## src/rtl/even_ones_sched.sv

```systemverilog
// even_ones_sched: round-robin scheduler feeding words LSB-first through a shared
// serial majority datapath and returning the collected result over valid/ready.
module even_ones_sched #(
    parameter int NREQ  = 4,
    parameter int WIDTH = 8
) (
    input  logic                     clk,
    input  logic                     rst,
    input  logic [NREQ-1:0]          req,
    input  logic [NREQ*WIDTH-1:0]    req_data,
    output logic [NREQ-1:0]          gnt,
    output logic                     dp_clr,
    output logic                     dp_in,
    input  logic                     dp_out,
    output logic                     res_valid,
    input  logic                     res_ready,
    output logic [WIDTH-1:0]         res_data,
    output logic [$clog2(NREQ)-1:0]  res_id,
    output logic                     busy
);
    localparam int NW = $clog2(NREQ);
    localparam int IW = $clog2(WIDTH);

    typedef enum logic [2:0] {IDLE, CLEAR, SHIFT, DRAIN, DONE} state_t;

    state_t           state_q, state_d;
    logic [NW-1:0]    last_gnt_q, last_gnt_d, sel, cand;
    logic             found;
    logic [WIDTH-1:0] word_q, word_d, res_data_q, res_data_d;
    logic [NW-1:0]    res_id_q, res_id_d;
    logic [IW-1:0]    idx_q, idx_d;
    logic             dp_clr_q, dp_clr_d;

    // Search starts just after the last granted requester.
    always_comb begin
        found = 1'b0;
        sel   = '0;
        cand  = '0;
        for (int i = 1; i <= NREQ; i++) begin
            cand = NW'((int'(last_gnt_q) + i) % NREQ);
            if (!found && req[cand]) begin
                found = 1'b1;
                sel   = cand;
            end
        end
    end

    // Result bits enter at the MSB and shift down, so the first capture ends at bit 0.
    always_comb begin
        state_d    = state_q;
        last_gnt_d = last_gnt_q;
        word_d     = word_q;
        res_data_d = res_data_q;
        res_id_d   = res_id_q;
        idx_d      = idx_q;
        gnt        = '0;
        dp_in      = 1'b0;
        case (state_q)
            IDLE: if (found && !rst) begin
                gnt        = NREQ'(1) << sel;
                word_d     = req_data[sel*WIDTH +: WIDTH];
                res_id_d   = sel;
                last_gnt_d = sel;
                state_d    = CLEAR;
            end
            CLEAR: begin
                idx_d   = '0;
                state_d = SHIFT;
            end
            SHIFT: begin
                dp_in      = word_q[idx_q];
                res_data_d = (idx_q != '0) ? {dp_out, res_data_q[WIDTH-1:1]} : res_data_q;
                idx_d      = idx_q + 1'b1;
                state_d    = (idx_q == IW'(WIDTH-1)) ? DRAIN : SHIFT;
            end
            DRAIN: begin
                res_data_d = {dp_out, res_data_q[WIDTH-1:1]};
                state_d    = DONE;
            end
            DONE: state_d = res_ready ? IDLE : DONE;
            default: state_d = IDLE;
        endcase
        dp_clr_d = (state_d == CLEAR);
    end

    always_ff @(posedge clk) begin
        if (rst) begin
            state_q    <= IDLE;
            last_gnt_q <= NW'(NREQ-1);
            word_q     <= '0;
            res_data_q <= '0;
            res_id_q   <= '0;
            idx_q      <= '0;
            dp_clr_q   <= 1'b1;
        end else begin
            state_q    <= state_d;
            last_gnt_q <= last_gnt_d;
            word_q     <= word_d;
            res_data_q <= res_data_d;
            res_id_q   <= res_id_d;
            idx_q      <= idx_d;
            dp_clr_q   <= dp_clr_d;
        end
    end

    assign dp_clr    = dp_clr_q;
    assign res_valid = (state_q == DONE);
    assign res_data  = res_data_q;
    assign res_id    = res_id_q;
    assign busy      = (state_q != IDLE);
endmodule

```

## config.mk

```make
export PLATFORM = sky130hd
export DESIGN_NAME = even_ones_sched
export DESIGN_NICKNAME = d
export VERILOG_FILES = /design/src/rtl/even_ones_sched.sv
export SDC_FILE = /design/constraint.sdc
export NUM_CORES = 1
export LEC_CHECK = 0
export BUFFER_PORTS_ARGS = -buffer_cell sky130_fd_sc_hd__buf_2
export CAP_MARGIN = 0
export CORE_MARGIN = 1.5
export CORE_UTILIZATION = 48
export CTS_CLUSTER_SIZE = 14
export DETAILED_ROUTE_END_ITERATION = 6
export PLACE_DENSITY_LB_ADDON = 0.08
export REMOVE_ABC_BUFFERS = 1
export SKIP_CTS_REPAIR_TIMING = 1
export SKIP_LAST_GASP = 1
export SLEW_MARGIN = 10
export SYNTH_ARGS = -nofsm -noshare
export SYNTH_HDL_FRONTEND = slang
export SYNTH_SLANG_ARGS = --single-unit
```

## constraint.sdc

```tcl
create_clock -name clk -period 1.7 [get_ports clk]
set_input_delay 0.17 -clock clk [delete_from_list [all_inputs] [get_ports clk]]
set_output_delay 0.17 -clock clk [all_outputs]
set_load 0.01 [all_outputs]
```

== After elaboration in Yosys (flattened, before gate mapping) ==
Index checks and enable logic that the tools add are counted.

* Register bits after elaboration: 27
* Bits of input ports: 40
* Output and inout port bits: 18
* Logic and storage cells: 69

* Add/sub/neg operators: 5
* Magnitude comparators: 5
* Equal/unequal tests: 7
* Shift operators: 2
* Muxes and demuxes: 28
* Reductions and logical operators: 15

{| class="wikitable"
|+ Operators by type and width
! cell !! count
|-
| $shiftx A32 B6 Y8 || 1
|-
| $pmux W8 S2 || 1
|-
| $pmux W3 S5 || 1
|-
| $lt A2 B3 Y1 const B || 4
|-
| $mux W1 || 11
|-
| $bmux W1 S2 || 4
|-
| $mux W2 || 4
|-
| $mux W4 || 2
|-
| $mux W8 || 1
|-
| $eq A3 B1 Y1 const B || 2
|-
| $eq A3 B2 Y1 const B || 2
|-
| $eq A3 B3 Y1 const B || 2
|-
| $mux W3 || 2
|-
| $pmux W3 S2 || 1
|-
| $reduce_bool A3 Y1 || 2
|-
| $add A2 B1 Y2 const B || 2
|-
| $add A2 B2 Y2 const B || 2
|-
| $logic_and A1 B1 Y1 || 4
|-
| $logic_not A1 Y1 || 4
|-
| $lt A3 B4 Y1 const B || 1
|-
| $reduce_and A2 Y1 || 2
|-
| $reduce_bool A2 Y1 || 2
|-
| $shl A1 B2 Y4 const A || 1
|-
| $add A3 B1 Y3 const B || 1
|-
| other kinds (3) || 3
|}

== Longest topological paths before layout ==
Gate-level depths: netlist of the first run.

* Depth in word-level cells: 17
* Mapped depth: 6
* Mapped depth without buffers: 6

== Worst setup path after synthesis of the first run ==
No wires, ideal clock.

* Path type: reg-to-output
* Start: register state_q[2]
* End: output gnt[0]
* Data arrival time: 1.359 ns
* Data required time: 1.530 ns
* Path slack: 0.171 ns
* Cell stages (with the launch flop): 5
* Buffers on the path: 0
* Cells stage by stage: dfxtp_1 > or4b_4 > a21oi_1 > nand3_1 > nor2_1

* Word-level cells in the longest chain between the ends: 2

{| class="wikitable"
|+ RTL lines
! element !! RTL line !! text
|-
| start: declaration || 26 || <nowiki>state_t state_q, state_d;</nowiki>
|-
| start signal: assignment || 96 || <nowiki>state_q <= state_d;</nowiki>
|-
| $logic_not A3 Y1 || 58 || <nowiki>case (state_q)</nowiki>
|-
| $mux W4 || 58 ||
|-
| end: declaration || 11 || <nowiki>output logic [NREQ-1:0] gnt,</nowiki>
|}

No other way between the ends.

== Final worst setup path of the first run ==
* Start: register state_q[1]
* End: output gnt[1]

The elaborated chain is that of the path after synthesis.

==> results_dict.tcl, run 1 <==
set metrics [dict create \
    r2r_slack_ns 0.07 \
    areaGrowthSynthToFinish_pct 34.6 \
    min-delay-path-class "input pin to flip-flop" \
    antenna_found_initial 0 \
    gr-usage-all-layers_pct 21.3 \
    synth.most_common_cell "dfxtp_1" \
    root_buffer "clkbuf_4" \
    status "complete, but fails checks" \
    instances_no_fill 292 \
    drcViolationCount 0 \
    synth_flop_cell "dfxtp_1" \
    failed_checks "setup timing" \
    place_ws_ns 0.00960 \
    dpl.hpwl_mm 2.82 \
    r2r_cells 6 \
    cts_buffers 3 \
    crit_type "flip-flop to output pin" \
    rows 20 \
    arrival_ns 1.76 \
    synthTopCellsByCount "dfxtp_1 (27), nor2_1 (23), mux2i_1 (17), inv_1 (13), nand2_1 (12)" \
    fmax_ghz 0.519 \
    clock_path_buffers 2 \
    required_ns 1.53 \
    synthDominantCellAreaShare_pct 35.4 \
    start_util_pct 50.4 \
    nFillCells 261 \
    die_w_microns 59.4 \
    io_buffers 57 \
    drv_slew 0 \
    syn_area_sq_um 1530 \
    finalSetupViolations 5 \
    ys_seq_elements 27 \
    ys_seq_area_share_pct 35.4 \
    synth_edf_count 0 \
    final_hold_viol_count 0 \
    vias 1496 \
    cp-endpoint "gnt[1]" \
    via_per_inst 5.12 \
    gp_congestion 0.798 \
    dp_cells 284 \
    grt_pass1_vias 1327 \
    setup_slack_ns -0.226 \
    worst_pin_slew_ns 0.418 \
    n_antenna_cell 0 \
    irDropWorstVdd_mv 0.489 \
    routed_wl_mm 3.59 \
    crit_path_end_kind "output pin" \
    synth.distinct_cells 34 \
    io_pins 58 \
    skew_ns 0.00834 \
    rsz0062_at_grt "true" \
    drt_iter0_drc 79 \
    cts_tree "built" \
    power_leakage_nw 0.979 \
    drv_cap 0 \
    grt_max_degree 18 \
    syn_inst 179 \
    grt.overflow.total 0 \
    avgSynthCellArea_sq_um 8.53 \
    die_h_microns 59.4 \
    dr.pass1.iters 4 \
    ys_async_sr_fraction_pct 0 \
    synth_area_leaders "dfxtp_1 (35%), mux2i_1 (11%), nor2_1 (5.7%)" \
    detail-route-antenna-nets 0 \
    ctsHtreeMaxLevel 1 \
    clk_latency_ns 0.32 \
    cp_max_fo 4 \
    die-area_sq_um 3530 \
    core_area_sq_um 3030 \
    finalCritPeriodShare_pct 113 \
    cts.clk_slew.worst_paths_ns 0.13 \
    r2r_end "word_q[6]$_SDFFE_PP0P_" \
    regToRegStartpoint "state_q[1]$_SDFF_PP0_" \
    finalNetCount 292 \
    yosysTopAreaCell "dfxtp_1" \
    slew_headroom_pct 72.0 \
    fin_crit_ns 1.93 \
    cp-startpoint "state_q[1]$_SDFF_PP0_" \
    grt_pass1_wl_mm 5.77 \
    hold_slack_ns 0.0815 \
    avgRoutedWirePerCell_microns 12.3 \
    cts.sinks 27 \
    startpoint_type "flip-flop" \
    yosysWarnings 0 \
    p_per_area_nw_per_um2 1020 \
    drive_gt1_share_pct 39.9 \
]
worst min-delay path by stage:
stage	endpoint	startpoint	depth (start not counted)
finish	res_data[7]$_SDFFE_PP0P_	dp_out	3
global route	state_q[1]$_SDFF_PP0_	rst	2
CTS	res_data[7]$_SDFFE_PP0P_	dp_out	3
detailed placement	res_data[7]$_SDFFE_PP0P_	dp_out	3
global placement	res_data[7]$_SDFFE_PP0P_	dp_out	3
floorplan	idx_q[0]$_SDFFE_PP0P_	rst	1
kinds of logic after synthesis:
| logic type | count (synthesis) | share of synthesized area, % |
|---|---|---|
| and+or+nand+nor | 63 | 21.8 |
| AOI/OAI and AO/OA | 43 | 19.0 |
| xor gates and xnor gates | 1 | 0.574 |
| muxes | 20 | 14.8 |
| adders and majority gates | 3 | 2.46 |
| buffers and inverters | 22 | 5.90 |
| DFF | 27 | 35.4 |
power breakdown:
group | internal (mW) | switching [mW] | total, mW
Combinational | 0.496 | 0.473 | 0.969
Sequential | 0.770 | 0.0913 | 0.861
Clock | 0.0918 | 0.178 | 0.269
Total | 1.36 | 0.742 | 2.10
state kept, by name (all words and copies together), names as in the netlist:
name	cells
last_gnt_q	2
idx_q	3
res_id	2
state_q	3
word_q	8
res_data	8
dp_clr	1
area by class of cell:
type / count / area [sq um] / area share, %
inverters: 13 / 48.8 / 2.38
repair buffers: 74 / 420 / 20.5
clock buffers: 4 / 26.3 / 1.28
flip-flops and latches: 27 / 549 / 26.7
well taps: 44 / 55.1 / 2.68
multi-input cells: 130 / 955 / 46.5
per-stage QoR:
step / setup TNS [ns] / power [mW] / cell area (sq um) / util, %
2_1_floorplan: 0 / 1.41 / 1490 / -
5_1_grt: -1.21 / 2.25 / 2050 / 67.9
3_3_place_gp: 0 / 1.68 / 1920 / 63.5
6_report: -0.715 / 2.10 / 2050 / 67.9
3_5_place_dp: 0 / 1.71 / 1920 / 63.5
4_1_cts: -1.32 / 1.97 / 1950 / 64.4
worst max-delay path, cell delays in order (launching register included):
cell,delay (ns)
dfxtp_2,0.36
nor2_4,0.12
or4b_4,0.49
buf_4,0.18
nor3_2,0.15
buf_2,0.15
metal layers:
layer	GRT usage [%]	wire length (microns)	part of all wire [%]
met1	29.6	1670	47
met2	34.1	1690	47
met3	3.06	189	5.3
met4	6.82	40	1.1
met5	0	0	0
layout by cell type, fill, tap and decap left out, types with 9 or more instances in the layout:
| cell | instances |
|---|---|
| nand2_1 | 11 |
| mux2i_1 | 17 |
| buf_2 | 57 |
| dfxtp_1 | 22 |
| nor2_1 | 22 |
| o21ai_1 | 10 |
| o211ai_1 | 9 |
| buf_4 | 16 |
| inv_1 | 13 |
Power figures use the tool's default switching activity.
==> inputs of run 2 (changes only) <==
--- a/config.mk
+++ b/config.mk
@@ -15,2 +15,3 @@
 export REMOVE_ABC_BUFFERS = 1
+export SETUP_SLACK_MARGIN = 0.15
 export SKIP_CTS_REPAIR_TIMING = 1
==> constraint.sdc (replaced) <==
create_clock -name clk -period 1.7 [get_ports clk]
set_input_delay 0.255 -clock clk [delete_from_list [all_inputs] [get_ports clk]]
set_output_delay 0.255 -clock clk [all_outputs]
set_load 0.01 [all_outputs]
==> run 2 against run 1 <==
Against the previous run:
- the run still ends with setup timing left
- sequential share of layout area fell by 0.60 points
- via count rose by 4.7%
- clock power barely moved
- largest cell class unchanged
- critical path depth rose by 1
- total power rose by 1.9%
- hold slack improved by 0.085 ns
- non-clock buffer count rose by 8
- first-iteration DRC count fell by 24%
- routed wire length rose by 0.72%
- die area did not move
- final cell count rose by 2.7%
- design area rose by 2.1%
==> results_dict.tcl, run 2 (synthesis gave the netlist of run 1 again) <==
set metrics [dict create \
    status "complete, but fails checks" \
    failed_checks "setup timing" \
    fin_setup_tns_ns -1.13 \
    areaGrowthSynthToFinish_pct 37.4 \
    place_area_sq_um 1950 \
    clock_path_buffers 2 \
    design_area_sq_um 2100 \
    root_buffer "clkbuf_4" \
    m1WireLength_mm 1.63 \
    layout_common_cells "buf_2 (57), dfxtp_1 (23), buf_4 (23), nor2_1 (20), mux2i_1 (17)" \
    io_pins 58 \
    seqPwrFrac_pct 40.0 \
    die_w_microns 59.4 \
    grt_max_degree 18 \
    nFillCells 257 \
    start_util_pct 50.4 \
    power_leakage_nw 0.993 \
    gr-usage-all-layers_pct 19.7 \
    core_area_sq_um 3030 \
    final_hold_viol_count 0 \
    grt_pass1_vias 1304 \
    drcViolationCount 0 \
    drv_cap 0 \
    antenna_found_initial 0 \
    setup_slack_ns -0.313 \
    io_buffers 57 \
    grt_pass1_wl_mm 5.41 \
    p_per_area_nw_per_um2 1020 \
    cts.sinks 27 \
    crit_type "flip-flop to output pin" \
    vias 1566 \
    finalSetupViolations 5 \
    cts.clk_slew.worst_paths_ns 0.15 \
    ctsHtreeMaxLevel 1 \
    drive_gt1_share_pct 41.4 \
    n_antenna_cell 0 \
    avgRoutedWirePerCell_microns 12.1 \
    die_h_microns 59.4 \
    dr_wl_met3_microns 154 \
    clock_power_share_pct 12.7 \
    multi_input_area_sq_um 937 \
    regArea_sq_um 548 \
    pwr-share-comb_pct 47.2 \
    routed_wl_mm 3.62 \
    min-delay-path-class "input pin to flip-flop" \
    drt_iter0_drc 60 \
    cts_tree "built" \
    finalCritPeriodShare_pct 118 \
    dr.pass1.iters 4 \
    dpl.hpwl_mm 2.87 \
    power.net_switching_uw 752 \
    drv_slew 0 \
    worst_pin_slew_ns 0.345 \
    via_per_inst 5.22 \
    fin_util_pct 69.3 \
    slew_headroom_pct 77.0 \
    highest_layer "met4" \
    finalNetCount 300 \
    intPower_mw 1.39 \
    die-area_sq_um 3530 \
    skew_ns 0.0164 \
    grt.overflow.total 0 \
    cts_buffers 3 \
    mostFrequentLayoutCell "buf_2" \
    gp_congestion 0.793 \
    cp_max_fo 3 \
    route.met2.wl_mm 1.79 \
    irDropWorstVdd_mv 0.478 \
    rows 20 \
    arrival_ns 1.76 \
    swShare_pct 35.1 \
    fin_crit_ns 2.01 \
    detail-route-antenna-nets 0 \
    required_ns 1.44 \
    crit_path_end_kind "output pin" \
    startpoint_type "flip-flop" \
    rsz0062_at_grt "true" \
    fmax_ghz 0.497 \
    clk_latency_ns 0.32 \
]
run 2: changes by cell type in the layout (fill, tap and decap cells not counted), moves of 2 or more:
cell | previous run | this run
nand2b_1 | 3 | 5
nand2b_4 | 2 | 0
nor2_2 | 0 | 2
buf_6 | 0 | 2
nor2_1 | 22 | 20
buf_4 | 16 | 23
run 2: through the flow:
stage                     instances  total power, mW  hold WS, ns  worst slack (ns)
after detailed placement        288             1.73        0.433            -0.124
after floorplan                 170             1.41        0.327           -0.0439
final                           300             2.14        0.166            -0.313
after global routing            300             2.28        0.159            -0.427
after global placement          288             1.70        0.431           -0.0701
after CTS                       292             1.99        0.163            -0.410
run 2: path summary, 6_finish.rpt:
| kind | slack, ns | end | start | depth (start not counted) |
|---|---|---|---|---|
| worst min-delay path | 0.17 | res_data[7]$_SDFFE_PP0P_ | dp_out | 3 |
| worst max register to register | 0.04 | word_q[3]$_SDFFE_PP0P_ | state_q[1]$_SDFF_PP0_ | 6 |
| worst min register to register | 0.45 | res_id[1]$_SDFFE_PP0P_ | res_id[1]$_SDFFE_PP0P_ | 2 |
| worst max-delay path | -0.31 | gnt[0] | state_q[1]$_SDFF_PP0_ | 6 |
run 2: power groups by stage:
| stage | combinational, mW | clock [mW] | sequential (mW) |
|---|---|---|---|
| after floorplan | 0.542 | 0 | 0.865 |
| after global placement | 0.851 | 0 | 0.847 |
| after detailed placement | 0.873 | 0 | 0.854 |
| after CTS | 0.875 | 0.277 | 0.839 |
| after global routing | 1.10 | 0.302 | 0.871 |
| final | 1.01 | 0.272 | 0.857 |
run 2: final cells by class:
| class | count | area share (%) |
|---|---|---|
| multi-input combinational | 130 | 44.7 |
| inverter | 13 | 2.33 |
| tap | 44 | 2.63 |
| clock inverter | 1 | 0.239 |
| clock buffer | 3 | 1.07 |
| timing repair buffer | 82 | 22.9 |
| sequential | 27 | 26.1 |
run 2: worst max-delay path, cell delays in order, from the launching register on:
cell,delay (ns)
dfxtp_2,0.36
nor2_4,0.11
or4b_4,0.48
a21oi_2,0.14
nand3_2,0.10
nor2_2,0.11
buf_2,0.12
run 2: per-layer routing:
metal / vias to the layer above / global-route usage, %
met5: - / 0
li1: 799 / -
met4: 0 / 4.55
met2: 44 / 33.3
met1: 717 / 26.4
met3: 6 / 2.84
